**src/rtl/bnn_pkg.sv**
```systemverilog
// Shared definitions for the BNN processing-element feeder: accumulator
// width, default stream word size and the feeder state encoding.
package bnn_pkg;

  localparam int ACC_W             = 16;
  localparam int DEFAULT_WORD_SIZE = 64;

  typedef enum logic [2:0] {
    IDLE,
    STREAM,
    DRAIN,
    CAPTURE,
    DONE
  } feeder_state_t;

endpackage

```
**src/rtl/bnn_tail_mask.sv**
```systemverilog
// Valid-bit mask for the last word of a vector: the low 'rem' bits set,
// or every bit set when the vector fills the last word exactly (rem == 0).
module bnn_tail_mask #(
  parameter int WORD_SIZE = 64,
  parameter int REM_W     = $clog2(WORD_SIZE)
) (
  input  logic [REM_W-1:0]     rem,
  output logic [WORD_SIZE-1:0] mask
);

  // Thermometer decode of the remainder.
  always_comb begin
    mask = '0;
    for (int i = 0; i < WORD_SIZE; i++) begin
      mask[i] = (rem == '0) || (i < int'(rem));
    end
  end

endmodule

```
**src/rtl/bnn_pe_feeder.sv**
```systemverilog
// Streams packed weight/activation words into an XNOR-popcount PE, masks the
// tail of the vector, drains the PE pipeline and captures the popcount.
// Optional feature: define BNN_FEEDER_DOT_EN to add the signed res_dot output
// (2*res_sum - len).
module bnn_pe_feeder
  import bnn_pkg::*;
#(
  parameter int WORD_SIZE = DEFAULT_WORD_SIZE,
  parameter int LEN_W     = 16
) (
  input  logic                 clk,
  input  logic                 reset,
  input  logic                 start_valid,
  output logic                 start_ready,
  input  logic [LEN_W-1:0]     start_len,
  input  logic                 rd_valid,
  output logic                 rd_ready,
  input  logic [WORD_SIZE-1:0] rd_weight,
  input  logic [WORD_SIZE-1:0] rd_activation,
  output logic                 pe_ce,
  output logic                 pe_accumulate,
  output logic [WORD_SIZE-1:0] pe_weight,
  output logic [WORD_SIZE-1:0] pe_activation,
  output logic [WORD_SIZE-1:0] pe_mask,
  input  logic [ACC_W-1:0]     pe_acc_sum,
  output logic                 res_valid,
  input  logic                 res_ready,
  output logic [ACC_W-1:0]     res_sum
`ifdef BNN_FEEDER_DOT_EN
  ,
  output logic signed [LEN_W+1:0] res_dot
`endif
);

  localparam int CNT_W = LEN_W + 1;
  localparam int REM_W = $clog2(WORD_SIZE);

  feeder_state_t state, state_next;

  logic [LEN_W-1:0]     len_q;
  logic [LEN_W-1:0]     nwords_q;
  logic [LEN_W-1:0]     beat_cnt;
  logic [CNT_W-1:0]     len_round;
  logic [LEN_W-1:0]     nwords_next;
  logic [REM_W-1:0]     tail_rem;
  logic [WORD_SIZE-1:0] tail_mask;
  logic                 last_beat;

  // One extra bit keeps the round-up from wrapping near the maximum length.
  assign len_round   = CNT_W'(start_len) + CNT_W'(WORD_SIZE - 1);
  assign nwords_next = LEN_W'(len_round / CNT_W'(WORD_SIZE));
  assign tail_rem    = REM_W'(len_q % LEN_W'(WORD_SIZE));
  assign last_beat   = (beat_cnt == nwords_q - LEN_W'(1));

  bnn_tail_mask #(
    .WORD_SIZE (WORD_SIZE),
    .REM_W     (REM_W)
  ) u_tail_mask (
    .rem  (tail_rem),
    .mask (tail_mask)
  );

  // State register.
  // NOTE: reset is in the sensitivity list so it acts without a clock edge;
  // all sequential state uses non-blocking assignments to avoid update races.
  always_ff @(posedge clk or posedge reset) begin
    if (reset) state <= IDLE;
    else       state <= state_next;
  end

  // Next-state and PE/handshake outputs.
  // NOTE: every output gets a default before the case so no path leaves one
  // unassigned, which would otherwise infer a latch.
  always_comb begin
    state_next    = state;
    start_ready   = 1'b0;
    rd_ready      = 1'b0;
    pe_ce         = 1'b0;
    pe_accumulate = 1'b0;
    pe_weight     = '0;
    pe_activation = '0;
    pe_mask       = '0;
    res_valid     = 1'b0;
    case (state)
      IDLE: begin
        start_ready = 1'b1;
        if (start_valid) state_next = (start_len == '0) ? DONE : STREAM;
      end
      STREAM: begin
        rd_ready = 1'b1;
        if (rd_valid) begin
          pe_ce         = 1'b1;
          pe_accumulate = (beat_cnt != '0);
          pe_weight     = rd_weight;
          pe_activation = rd_activation;
          pe_mask       = last_beat ? tail_mask : '1;
          if (last_beat) state_next = DRAIN;
        end
      end
      DRAIN: begin
        // Zero-mask beat flushes the PE pipeline without adding anything.
        pe_ce         = 1'b1;
        pe_accumulate = 1'b1;
        state_next    = CAPTURE;
      end
      CAPTURE: state_next = DONE;
      DONE: begin
        res_valid = 1'b1;
        if (res_ready) state_next = IDLE;
      end
      default: state_next = IDLE;
    endcase
  end

  // Job length, beat counter and result capture.
  always_ff @(posedge clk or posedge reset) begin
    if (reset) begin
      len_q    <= '0;
      nwords_q <= '0;
      beat_cnt <= '0;
      res_sum  <= '0;
`ifdef BNN_FEEDER_DOT_EN
      res_dot  <= '0;
`endif
    end else begin
      case (state)
        IDLE: begin
          if (start_valid) begin
            len_q    <= start_len;
            nwords_q <= nwords_next;
            beat_cnt <= '0;
            if (start_len == '0) begin
              res_sum <= '0;
`ifdef BNN_FEEDER_DOT_EN
              res_dot <= '0;
`endif
            end
          end
        end
        STREAM: begin
          if (rd_valid) beat_cnt <= beat_cnt + LEN_W'(1);
        end
        CAPTURE: begin
          res_sum <= pe_acc_sum;
`ifdef BNN_FEEDER_DOT_EN
          res_dot <= signed'(((LEN_W+2)'(pe_acc_sum) << 1) - (LEN_W+2)'(len_q));
`endif
        end
        default: ;
      endcase
    end
  end

endmodule

```
**config.mk**
```make
export PLATFORM = sky130hd
export DESIGN_NAME = bnn_pe_feeder
export DESIGN_NICKNAME = d
export VERILOG_FILES = /design/src/rtl/bnn_pkg.sv /design/src/rtl/bnn_tail_mask.sv /design/src/rtl/bnn_pe_feeder.sv
export SDC_FILE = /design/constraint.sdc
export NUM_CORES = 1
export LEC_CHECK = 0
export ABC_AREA = 1
export BUFFER_PORTS_ARGS = -buffer_cell sky130_fd_sc_hd__buf_2
export CORE_AREA = 4 4 147 149
export DETAILED_ROUTE_END_ITERATION = 7
export DIE_AREA = 0 0 151 153
export GPL_ROUTABILITY_DRIVEN = 0
export PLACE_DENSITY = 0.67
export SYNTH_ARGS = -nofsm -noshare
export SYNTH_HDL_FRONTEND = slang
export SYNTH_HIERARCHICAL = 1
export SYNTH_SLANG_ARGS = --single-unit
```
**constraint.sdc**
```tcl
create_clock -name clk -period 2 [get_ports clk]
set_input_delay 0.2 -clock clk [delete_from_list [all_inputs] [get_ports clk]]
set_output_delay 0.2 -clock clk [all_outputs]
set_load 0.1 [all_outputs]
```
==> key figures, run 1 <==
Worst setup path
  • Reg2reg end: state[0]$_DFFE_PP0P_
  • R2R Path Start: nwords_q[0]$_DFFE_PP0P_
  • CP peak stage delay: 390 ps
  • Crit Path Class: reg -> out
  • Startpoint types: flop
  • Crit-path cells: inv_2 -> ha_4 -> nand2_4 -> nor2_4 -> nand2_1 -> nand2_1 -> nand2_1 -> nand2_2 -> nand2_2 -> nor2_4 -> nand3_4 -> buf_4 -> buf_12 -> o21ai_4 -> clkinvlp_4 -> buf_12
  • CP Capture Type: output pin
  • CP Max Fanout: 8
  • CP Data Arrival Time: between 2000 and 3000 ps
  • R2r setup slk: -380 ps
  • CP max-delay cell: dfrtp_1
  • Crit-path most repeated cell: nand2_1
  • Required @ worst endpoint: 1800 ps
  • R2r worst-path depth: 19

Placed design
  • Placed instance count: 1631
  • Detailed Place HPWL: 24.4 mm
  • PortBufs: 377
  • Placed cell area: about 11000 um^2

Floorplan
  • Ports: ~380
  • Die Span X: around 150 um
  • Die height: between 150 and 200 um
  • # rows: 52
  • Total Die Area: around 23000 um^2
  • Initial core utilization: 27.0%
  • Area of the core: slightly above 20000 um^2

Clock network
  • TritonCTS clock tree: yes
  • # clock sinks: 52
  • Clk buf depth: 2
  • Clock buffer count from CTS: 5
  • Htree depth: 2
  • Clock latency on the worst-skew pair: approximately 300 ps
  • Register clock-pin slew on the reported worst setup and hold paths: about 70 ps
  • Root Buffer: clkbuf_16

Min path
  • Hold path startpoint: pe_acc_sum[1]
  • Worst hold path type: in -> reg
  • Hold worst-path end: res_sum[1]$_DFFE_PP0P_
  • Hold path depth: 2

Global routing
  • GR Util All Layers: about a quarter
  • Overflow after GRT: 0
  • First-pass GRT wire length: approximately 47 mm
  • Vias in the first global route: 8203
  • Largest net degree at the start of global routing: 40
  • Antenna violations before repair: 6

Job
  • Max-cap check violation count: 0

STA
  • Hold slack final: about 120 ps
  • Crit share post-route: 136%
  • Final WS setup: -715 ps
  • Final Setup Violations: 194
  • RSZ-0062 raised after global routing: true
  • Max Clk Rate: about 370 MHz
  • Slew Viols, Final: 0
  • Layout Skew: 15.6 ps
  • Final Hold Viols: 0
  • Final min period: around 2700 ps

Finish
  • Reg area: around 1300 um^2
  • Multi-input logic area: between 4000 and 5000 um^2
  • Share of post-route cells with drive strength above 1: between 50% and 60%
  • Fillers: ~1500
  • Final Cell Area: around 13000 um^2
  • Synthesis-to-layout area growth: 147%
  • Nets: 1586
  • Final std cells w/o fill: approximately 1700

Route
  • Initial DRC count: roughly 750
  • ANT nets after route: 0
  • Drt total wl: ~34 mm
  • DRT Pass-1 Iters: 6
  • # DRC: 0
  • Vias per cell: between 4 and 5
  • Via count: 8429
  • Wirelength per Cell: 19.9 um

Yosys
  • Top cell type's share of synthesized area: 23.9%
  • FF+latch count, synth: 52
  • Netlist cell types: 40
  • Mapped Cells: between 900 and 1000
  • Avg Inst Size Synth: 5.58 um^2
  • Yosys top cell by area: dfrtp_1
  • Seq/Total Area, Yosys: 23.9%
  • Yosys Warn Count: 6
  • Syn_nets: approximately 1100
  • Synth top area cells: dfrtp_1 (24%), nand2_1 (19%), nor2_1 (12%), inv_1 (9.6%), o21ai_0 (8.4%)
  • Cell area after synthesis: about 5400 um^2

Outcome
  • Failing checks: setup timing
  • Outcome: complete, but fails checks

Pwr
  • Leakage: approximately 6.2 nW
  • Cell area power density: between 1500 and 2000 nW/um^2
  • Worst VDD drop: 1.00 mV
worst max-delay path by stage:
stage	startpoint	endpoint	slack (ps)	depth (start not counted)
after floorplan	state[0]$_DFFE_PP0P_	pe_activation[26]	-1330	6
after global placement	nwords_q[0]$_DFFE_PP0P_	pe_mask[52]	-320	13
after detailed placement	nwords_q[1]$_DFFE_PP0P_	pe_mask[17]	-440	13
after CTS	nwords_q[1]$_DFFE_PP0P_	pe_mask[30]	-620	16
after global routing	nwords_q[0]$_DFFE_PP0P_	pe_mask[52]	-850	16
final	nwords_q[0]$_DFFE_PP0P_	pe_mask[19]	-710	16
sequential cells by signal (all words and copies together) (netlist names):
register  flops
beat_cnt     16
res_sum      16
len_q         6
state         3
nwords_q     11
area by class of cell:
type                       count  share of cell area, %
inverter                     143                   4.52
multi-input combinational    722                   35.6
clock inverter                 1                 0.0651
antenna                        5                 0.0930
tap                          270                   2.51
clock buffer                   7                  0.985
timing repair inverter         3                  0.456
sequential                    52                   9.69
timing repair buffer         491                   46.1
worst max-delay path: cells and delay by family (launching register included):
kind                       cells  cell delay, ps
AOI/OAI and AO/OA              1             140
and+or+nand+nor                9             800
buffers and inverters          5             690
adders and majority gates      1             190
DFF                            1             390
cell families after synthesis:
kind of cell,share of synthesized area (%)
AO/OA/AOI/OAI,15.1
XOR/XNOR,0.643
adder cells (fa/ha/maj),0.689
buffers and inverters,15.2
flip-flops,23.9
other,0.0689
AND/OR/NAND/NOR,44.3
per-layer routing:
layer  vias up  GRT usage (%)  part of all wire, %
li1       3923              -                    -
met1      3993           30.9                   35
met2       447           46.4                   52
met3        64           7.73                  9.8
met4         2           4.40                  2.6
met5         -              0                0.039
power breakdown:
group          leakage (nW)  internal, W  switching (W)
logic                  5.46      0.00659         0.0132
clock network        0.0681     0.000469       0.000397
registers             0.683      0.00141       0.000373
total                  6.21      0.00847         0.0140
timing repair:
item,CTS,global route
setup endpoints to repair,178,171
resized for setup,209,197
setup buffers,8,29
hold endpoints to repair,19,0
hold buffers,1,0
cloned,5,12
pin swaps,6,19
per-stage QoR:
stage | power (W) | TNS (ps) | utilization (%) | worst slack, ps
after floorplan | 0.0126 | -203860 | - | -1330
after global placement | 0.0179 | -15490 | 55.7 | -319
after detailed placement | 0.0180 | -19650 | 55.7 | -437
after CTS | 0.0200 | -34290 | 60.3 | -617
after global routing | 0.0233 | -70520 | 66.7 | -849
final | 0.0224 | -53540 | 66.7 | -715
synth_stat cells:
cell / n
nand3_1: 55
nand3b_1: 3
nand2_1: 282
a2bb2oi_1: 1
xor2_1: 1
nor3_1: 10
nor2_4: 7
buf_6: 6
o21a_1: 1
inv_1: 139
nor3_4: 2
buf_1: 2
a31oi_1: 1
o211ai_1: 2
xnor2_1: 3
a21oi_2: 1
or2_2: 1
o31ai_1: 1
nor2_1: 174
nand3_2: 2
dfrtp_1: 52
nand2_2: 8
o22ai_1: 2
o21ai_1: 12
nand4_1: 9
a21oi_1: 17
nand2_4: 4
o21ai_0: 91
a22o_1: 16
o21ai_2: 1
nor2_2: 5
buf_4: 6
o21bai_1: 1
nor4_1: 4
buf_2: 6
nor3_2: 1
clkbuf_1: 38
conb_1: 1
ha_1: 3
inv_2: 4
placed cells by master, fill, tap and decap left out, types with 3 or more instances in the layout:
cell	Yosys	final
buf_6	6	9
inv_2	4	64
diode_2	0	5
nor4_1	4	3
buf_12	0	211
a22o_1	16	16
buf_2	6	181
nand3_1	55	50
nand2_1	282	272
nand2_4	4	7
o21ai_4	0	20
nand2_2	8	13
xnor2_1	3	3
o21ai_1	12	18
nor2_1	174	43
a21oi_1	17	17
o21ai_0	91	27
nand3b_1	3	3
buf_16	0	5
clkinvlp_4	0	10
nor2_4	7	133
buf_4	6	71
o21ai_2	1	39
buf_8	0	5
nand4_1	9	9
dfrtp_1	52	50
clkbuf_16	0	11
inv_1	139	66
nor3_1	10	9
nor2_2	5	10
nand3_2	2	5
No activity file was read; power rests on OpenSTA's default activity.
==> run 2, diff against run 1 <==
--- a/config.mk
+++ b/config.mk
@@ -7,11 +7,14 @@
 export LEC_CHECK = 0
 export ABC_AREA = 1
 export BUFFER_PORTS_ARGS = -buffer_cell sky130_fd_sc_hd__buf_2
-export CORE_AREA = 4 4 147 149
+export CELL_PAD_IN_SITES_DETAIL_PLACEMENT = 1
+export CELL_PAD_IN_SITES_GLOBAL_PLACEMENT = 2
+export CORE_ASPECT_RATIO = 0.5
+export CORE_MARGIN = 4
+export CORE_UTILIZATION = 17
 export DETAILED_ROUTE_END_ITERATION = 7
-export DIE_AREA = 0 0 151 153
 export GPL_ROUTABILITY_DRIVEN = 0
-export PLACE_DENSITY = 0.67
+export PLACE_DENSITY = 0.87
 export SYNTH_ARGS = -nofsm -noshare
 export SYNTH_HDL_FRONTEND = slang
 export SYNTH_HIERARCHICAL = 1
==> run 2 against run 1 <==
Compared with the run above:
- the flow still finishes with violations (setup timing)
- global-route usage fell by 8.6 points
- non-clock buffer count rose by 16
- count of clock-buffer cells in the layout fell by 2
- critical path type unchanged
- critical endpoint is now pe_mask[8]
- largest cell class unchanged
- largest power group unchanged
==> key figures, run 2 (synthesized netlist as in run 1, its figures left out) <==
Worst setup path
  • Crit-path most repeated cell: inv_2
  • Startpoint types: flop
  • CP max-delay cell: dfrtp_1
  • Delay-heaviest family, CP: simple AND/OR/NAND/NOR gates
  • CP Data Arrival Time: 2530 ps (+20 ps)
  • Worst Path Buf+Inv: 6 (+1)
  • CP peak stage delay: 380 ps (about the same)
  • CP Max Fanout: 6 (-2)
  • Required @ worst endpoint: 1800 ps (about the same)
  • Crit-path cells: inv_2 -> ha_4 -> inv_2 -> nand2_2 -> nand2_2 -> nor2_2 -> nand3_1 -> nor2_1 -> nand2_1 -> nor2_2 -> nand3_4 -> buf_12 -> buf_16 -> o21ai_4 -> inv_2 -> buf_12
  • Crit Path Class: reg -> out
  • CP Capture Type: output pin

Route
  • ANT nets after route: 0 (unchanged)
  • Vias per cell: 4.40 (-11%)
  • Wirelength per Cell: 18.7 um (-6.1%)
  • DRT Pass-1 Iters: 5 (-1)
  • # DRC: 0 (unchanged)
  • Initial DRC count: 343 (-54%)
  • Via count: 8202 (-2.7%)
  • Drt total wl: 34.8 mm (+3.2%)

STA
  • Final Hold Viols: 0 (unchanged)
  • Crit share post-route: 136% (+0.77 points)
  • Final WS setup: -730 ps (-15.4 ps)
  • Layout Skew: 8.46 ps (-7.12 ps)
  • Max Clk Rate: 366 MHz (-0.56%)
  • Max-slew headroom: 63.8%
  • Final min period: 2730 ps (+15.4 ps)
  • Final Setup Violations: 186 (-4.1%)
  • Slew Viols, Final: 0 (unchanged)
  • Measured slew at the worst slew-check pin: 540 ps
  • RSZ-0062 raised after global routing: true

Pwr
  • Leakage: 6.23 nW (+0.39%)
  • Worst VDD drop: 0.604 mV (-40%)
  • Cell area power density: 1650 nW/um^2 (-0.90%)

Floorplan
  • Total Die Area: 35100 um^2 (+52%)
  • # rows: 45 (-13%)
  • Die height: 135 um (-12%)
  • Die Span X: 261 um (+73%)
  • Area of the core: 30900 um^2 (+53%)
  • Ports: 378 (unchanged)
  • Initial core utilization: 17.6% (-9.4 points)

Placed design
  • Placed instance count: 1806 (+11%)
  • Detailed Place HPWL: 25.0 mm (+2.7%)
  • PortBufs: 377 (unchanged)

Finish
  • Multi-input logic area: 4660 um^2 (-2.7%)
  • Commonest non-fill, non-tap cell in the layout: nand2_1
  • Most frequent cells in the layout: nand2_1 (276), buf_12 (199), buf_2 (181)
  • Share of post-route cells with drive strength above 1: 56.9% (-0.74 points)
  • Synthesis-to-layout area growth: 149%
  • Top Registers: beat_cnt x16, res_sum x16, nwords_q x11
  • Nets: 1601 (+0.95%)
  • Reg area: 1300 um^2 (unchanged)
  • Final std cells w/o fill: 1862 (+9.9%)
  • Final Util: 43.8% (-23 points)
  • Fillers: 3612 (+140%)

Global routing
  • GR Util All Layers: 17.3% (-8.6 points)
  • Antenna violations before repair: 7 (+1)
  • Overflow after GRT: 0 (unchanged)
  • Largest net degree at the start of global routing: 41 (+2.5%)
  • First-pass GRT wire length: 48.6 mm (+2.4%)
  • Vias in the first global route: 8503 (+3.7%)

Clock network
  • Root Buffer: clkbuf_16
  • Clk buf depth: 2 (unchanged)
  • Register clock-pin slew on the reported worst setup and hold paths: 80 ps (about the same)
  • TritonCTS clock tree: yes
  • Htree depth: 2 (unchanged)
  • # clock sinks: 52 (unchanged)
  • Clock buffer count from CTS: 5 (unchanged)
  • Clock latency on the worst-skew pair: 310 ps (about the same)

Outcome
  • Failing checks: setup timing
  • Outcome: complete, but fails checks

Job
  • Max-cap check violation count: 0 (unchanged)

Min path
  • Worst hold path type: in -> reg
-- run 2: worst paths after layout --
path                                         start                endpoint  depth (start not counted)  slack (ps)
setup / recovery           nwords_q[1]$_DFFE_PP0P_              pe_mask[8]                         16        -730
hold / removal                       pe_acc_sum[0]  res_sum[0]$_DFFE_PP0P_                          2         120
setup reg to reg           nwords_q[1]$_DFFE_PP0P_    state[0]$_DFFE_PP0P_                         16        -130
hold reg to reg             res_sum[9]$_DFFE_PP0P_  res_sum[9]$_DFFE_PP0P_                          1         500
max in group asynchronous                    reset    len_q[5]$_DFFE_PP0P_                          4         960
min in group asynchronous                    reset  res_sum[8]$_DFFE_PP0P_                          3         420
-- run 2: cell type report --
| type | count | area share, % |
|---|---|---|
| Sequential cell | 52 | 9.63 |
| Timing Repair inverter | 2 | 0.240 |
| Timing Repair Buffer | 507 | 46.0 |
| Inverter | 143 | 4.49 |
| Tap cell | 423 | 3.91 |
| Antenna cell | 5 | 0.0925 |
| Clock inverter | 3 | 0.203 |
| Multi-Input combinational cell | 722 | 34.5 |
| Clock buffer | 5 | 0.925 |
-- run 2: where the power goes --
group	internal, W	switching (W)
Combinational	0.00645	0.0132
Sequential	0.00141	0.000353
Clock	0.000477	0.000456
Total	0.00834	0.0140
-- run 2: per-layer routing --
metal | up-vias | track usage, % | part of all wire [%]
li1 | 3948 | - | -
met1 | 4022 | 20.1 | 39
met2 | 184 | 33.4 | 56
met3 | 46 | 2.30 | 3.6
met4 | 2 | 4.86 | 2.1
met5 | - | 0 | 0.020
-- run 2: repair_timing --
action | in CTS | in global routing
hold buffers | 1 | 0
setup buffers | 7 | 17
endpoints found under the hold margin | 16 | 0
pin swaps | 3 | 19
endpoints found under the setup margin | 160 | 177
cloned | 5 | 16
gates resized for setup | 285 | 116
-- run 2: through the flow --
stage          worst slack (ps)  total power [W]  instance area, um^2  hold WS, ps  setup TNS [ps]
6_report                   -730           0.0223                13500          116          -45060
3_5_place_dp               -574           0.0182                11400          213          -30730
5_1_grt                    -937           0.0233                13500          116          -69320
3_3_place_gp               -449           0.0181                11400          202          -23400
2_1_floorplan             -1330           0.0126                 5880          310         -203860
4_1_cts                    -649           0.0206                12600          111          -36900
==> run 3, diff against run 2 <==
==> constraint.sdc (replaced) <==
create_clock -name clk -period 2 [get_ports clk]
set_input_delay 0.1 -clock clk [delete_from_list [all_inputs] [get_ports clk]]
set_output_delay 0.1 -clock clk [all_outputs]
set_load 0.1 [all_outputs]
==> run 3 against run 2 <==
Compared with the run above:
- the flow finishes with violations (hold timing, setup timing)
- die area is the same
- count of clock-buffer cells in the layout up 1
- clock skew down 4.2 ps
- sequential power is 2% higher
- largest power group unchanged
==> key figures, run 3 (synthesized netlist as in run 1, its figures left out) <==
Worst setup path
  • CP max-delay cell: dfrtp_1
  • CP peak stage delay: 390 ps (about the same)
  • R2R Path Start: nwords_q[0]$_DFFE_PP0P_
  • R2r setup slk: -130 ps (about the same)
  • Worst Path Buf+Inv: 4 (-2)
  • Crit-path cells: inv_2 -> ha_4 -> nand2_2 -> nor2_2 -> nand2_1 -> nand2_1 -> nand2_1 -> nand2_1 -> nand2_1 -> nor2_2 -> nand3_4 -> buf_12 -> o21ai_2 -> clkinvlp_4 -> buf_12
  • Reg2reg end: state[0]$_DFFE_PP0P_
  • R2r worst-path depth: 16 (unchanged)
  • Crit Path Class: reg -> out
  • Startpoint types: flop
  • CP Data Arrival Time: 2530 ps (about the same)
  • CP Max Fanout: 27 (+21)
  • Delay-heaviest family, CP: simple AND/OR/NAND/NOR gates
  • Required @ worst endpoint: 1900 ps (+100 ps)
  • CP Capture Type: output pin
  • Crit-path most repeated cell: nand2_1
  • Critical Path Stages: 15 (-1)

Min path
  • Worst hold path type: in -> async

Finish
  • Commonest non-fill, non-tap cell in the layout: nand2_1
  • Nets: 1550 (-3.2%)
  • Top Registers: beat_cnt x16, res_sum x16, nwords_q x11
  • Synthesis-to-layout area growth: 129%
  • Share of post-route cells with drive strength above 1: 55.1% (-1.8 points)
  • Final std cells w/o fill: 1812 (-2.7%)
  • Most frequent cells in the layout: nand2_1 (276), buf_12 (189), buf_2 (182)
  • Fillers: 3682 (+1.9%)

Global routing
  • First-pass GRT wire length: 46.2 mm (-5.0%)
  • GR Util All Layers: 16.3% (-1.0 points)
  • Antenna violations before repair: 8 (+1)
  • Largest net degree at the start of global routing: 73 (+78%)
  • Overflow after GRT: 0 (unchanged)
  • Vias in the first global route: 8129 (-4.4%)

Clock network
  • Register clock-pin slew on the reported worst setup and hold paths: 80 ps (about the same)
  • TritonCTS clock tree: yes
  • Clk buf depth: 2 (unchanged)
  • Htree depth: 2 (unchanged)
  • Clock buffer count from CTS: 5 (unchanged)
  • Clock latency on the worst-skew pair: 300 ps (about the same)
  • Root Buffer: clkbuf_16
  • # clock sinks: 52 (unchanged)

Pwr
  • Seq pwr share: 8.8% (+0.9 points)
  • Power share of the clock group: 4.5% (+0.3 points)
  • Worst VDD drop: 0.559 mV (-7.5%)
  • Switch share: 64.6% (+1.9 points)
  • Cell area power density: 1650 nW/um^2 (-0.25%)
  • Power, Total: 0.0205 W (-8.2%)
  • Leakage: 5.82 nW (-6.6%)
  • Comb pwr share: 86.6% (-1.3 points)
  • Int Power: 0.00726 W (-13%)
  • Sw power: 0.0133 W (-5.4%)

STA
  • Slew Viols, Final: 0 (unchanged)
  • RSZ-0062 raised after global routing: true
  • Setup TNS: -33690 ps (+11380 ps)
  • Measured slew at the worst slew-check pin: 718 ps (+178 ps)
  • Max-slew headroom: 52.1% (-12 points)
  • Crit share post-route: 132% (-4.9 points)
  • Layout Skew: 4.28 ps (-4.18 ps)
  • Hold slack final: -11.1 ps (-127 ps)
  • Final min period: 2630 ps (-98.4 ps)
  • Final WS setup: -632 ps (+98.4 ps)
  • Final Setup Violations: 65 (-65%)
  • Final Hold Viols: 9 (+9)
  • Max Clk Rate: 380 MHz (+3.7%)

Floorplan
  • Initial core utilization: 17.6% (unchanged)
  • # rows: 45 (unchanged)
  • Area of the core: 30900 um^2 (unchanged)
  • Ports: 378 (unchanged)
  • Total Die Area: 35100 um^2 (unchanged)
  • Die height: 135 um (unchanged)
  • Die Span X: 261 um (unchanged)

Placed design
  • Pre-CTS setup slack: -405 ps (+170 ps)
  • Placed instance count: 1784 (-1.2%)
  • PortBufs: 377 (unchanged)
  • Detailed Place HPWL: 24.7 mm (-1.2%)

Job
  • Max-cap check violation count: 0 (unchanged)

Outcome
  • Failing checks: hold timing, setup timing
  • Outcome: complete, but fails checks

Route
  • ANT nets after route: 0 (unchanged)
  • Uppermost layer routed: met5
  • Met3 Wirelength: 984 um (-20%)
  • Via count: 7870 (-4.0%)
  • Wirelength per Cell: 17.6 um (-5.7%)
  • Initial DRC count: 345 (+0.58%)
  • DRT Pass-1 Iters: 4 (-1)
  • Vias per cell: 4.34 (-1.4%)
  • Drt total wl: 31.9 mm (-8.2%)
  • WL met1: 12.5 mm (-7.1%)
  • # DRC: 0 (unchanged)
  • Met2 WL: 17.9 mm (-7.1%)
==> run 3: cell types whose count changed in the layout (fill, tap and decap cells not counted), sizes merged <==
| cell | delta |
|---|---|
| clkbuf | -5 |
| clkinv | -1 |
| diode | +1 |
| dlygate4sd3 | -1 |
| inv | -1 |
| clkinvlp | -1 |
| buf | -42 |
==> run 3: power by group through the flow <==
stage               registers [W]  logic [W]  clock network (W)
floorplan                 0.00284    0.00979                  0
global placement          0.00180     0.0162                  0
detailed placement        0.00182     0.0163                  0
CTS                       0.00180     0.0167           0.000952
global route              0.00186     0.0186           0.000993
finish                    0.00181     0.0178           0.000930
==> run 3: layout make-up <==
| cell class | instances | area [um^2] | area share [%] |
|---|---|---|---|
| repair buffers | 458 | 5540 | 44.4 |
| multi-input cells | 722 | 4330 | 34.8 |
| flip-flops and latches | 52 | 1310 | 10.5 |
| inverters | 143 | 589 | 4.73 |
| well taps | 423 | 529 | 4.25 |
| clock buffers | 6 | 139 | 1.11 |
| diodes | 6 | 15.0 | 0.121 |
| clock inverters | 2 | 13.8 | 0.110 |
==> run 3: worst min-delay path, stage by stage <==
cell   delay [ps]
buf_2         100
inv_2          30
buf_4         560
==> run 3: how the worst max path moves through the flow <==
| stage | start | end |
|---|---|---|
| after floorplan | state[0]$_DFFE_PP0P_ | pe_activation[26] |
| after global placement | nwords_q[0]$_DFFE_PP0P_ | pe_mask[25] |
| after detailed placement | nwords_q[0]$_DFFE_PP0P_ | pe_mask[13] |
| after CTS | nwords_q[1]$_DFFE_PP0P_ | pe_mask[17] |
| after global routing | nwords_q[0]$_DFFE_PP0P_ | pe_mask[16] |
| final | nwords_q[0]$_DFFE_PP0P_ | pe_mask[16] |
==> run 3: metrics by stage <==
stage	util [%]	area, um^2
finish	40.3	12500
global route	40.3	12500
CTS	37.7	11700
detailed placement	36.4	11300
global placement	36.4	11300
floorplan	-	5880
==> run 3: layer usage <==
layer	global-route usage, %	up-vias
li1	-	3837
met1	19.5	3855
met2	31.7	141
met3	2.10	35
met4	2.87	2
met5	0	-
==> run 3: what timing repair did <==
item | 4_1_cts | 5_1_grt
hold buffers | 0 | 0
pin swaps | 2 | 11
buffers inserted | 3 | 7
cloned | 0 | 5
resized for setup | 106 | 180
endpoints found under the setup margin | 159 | 157
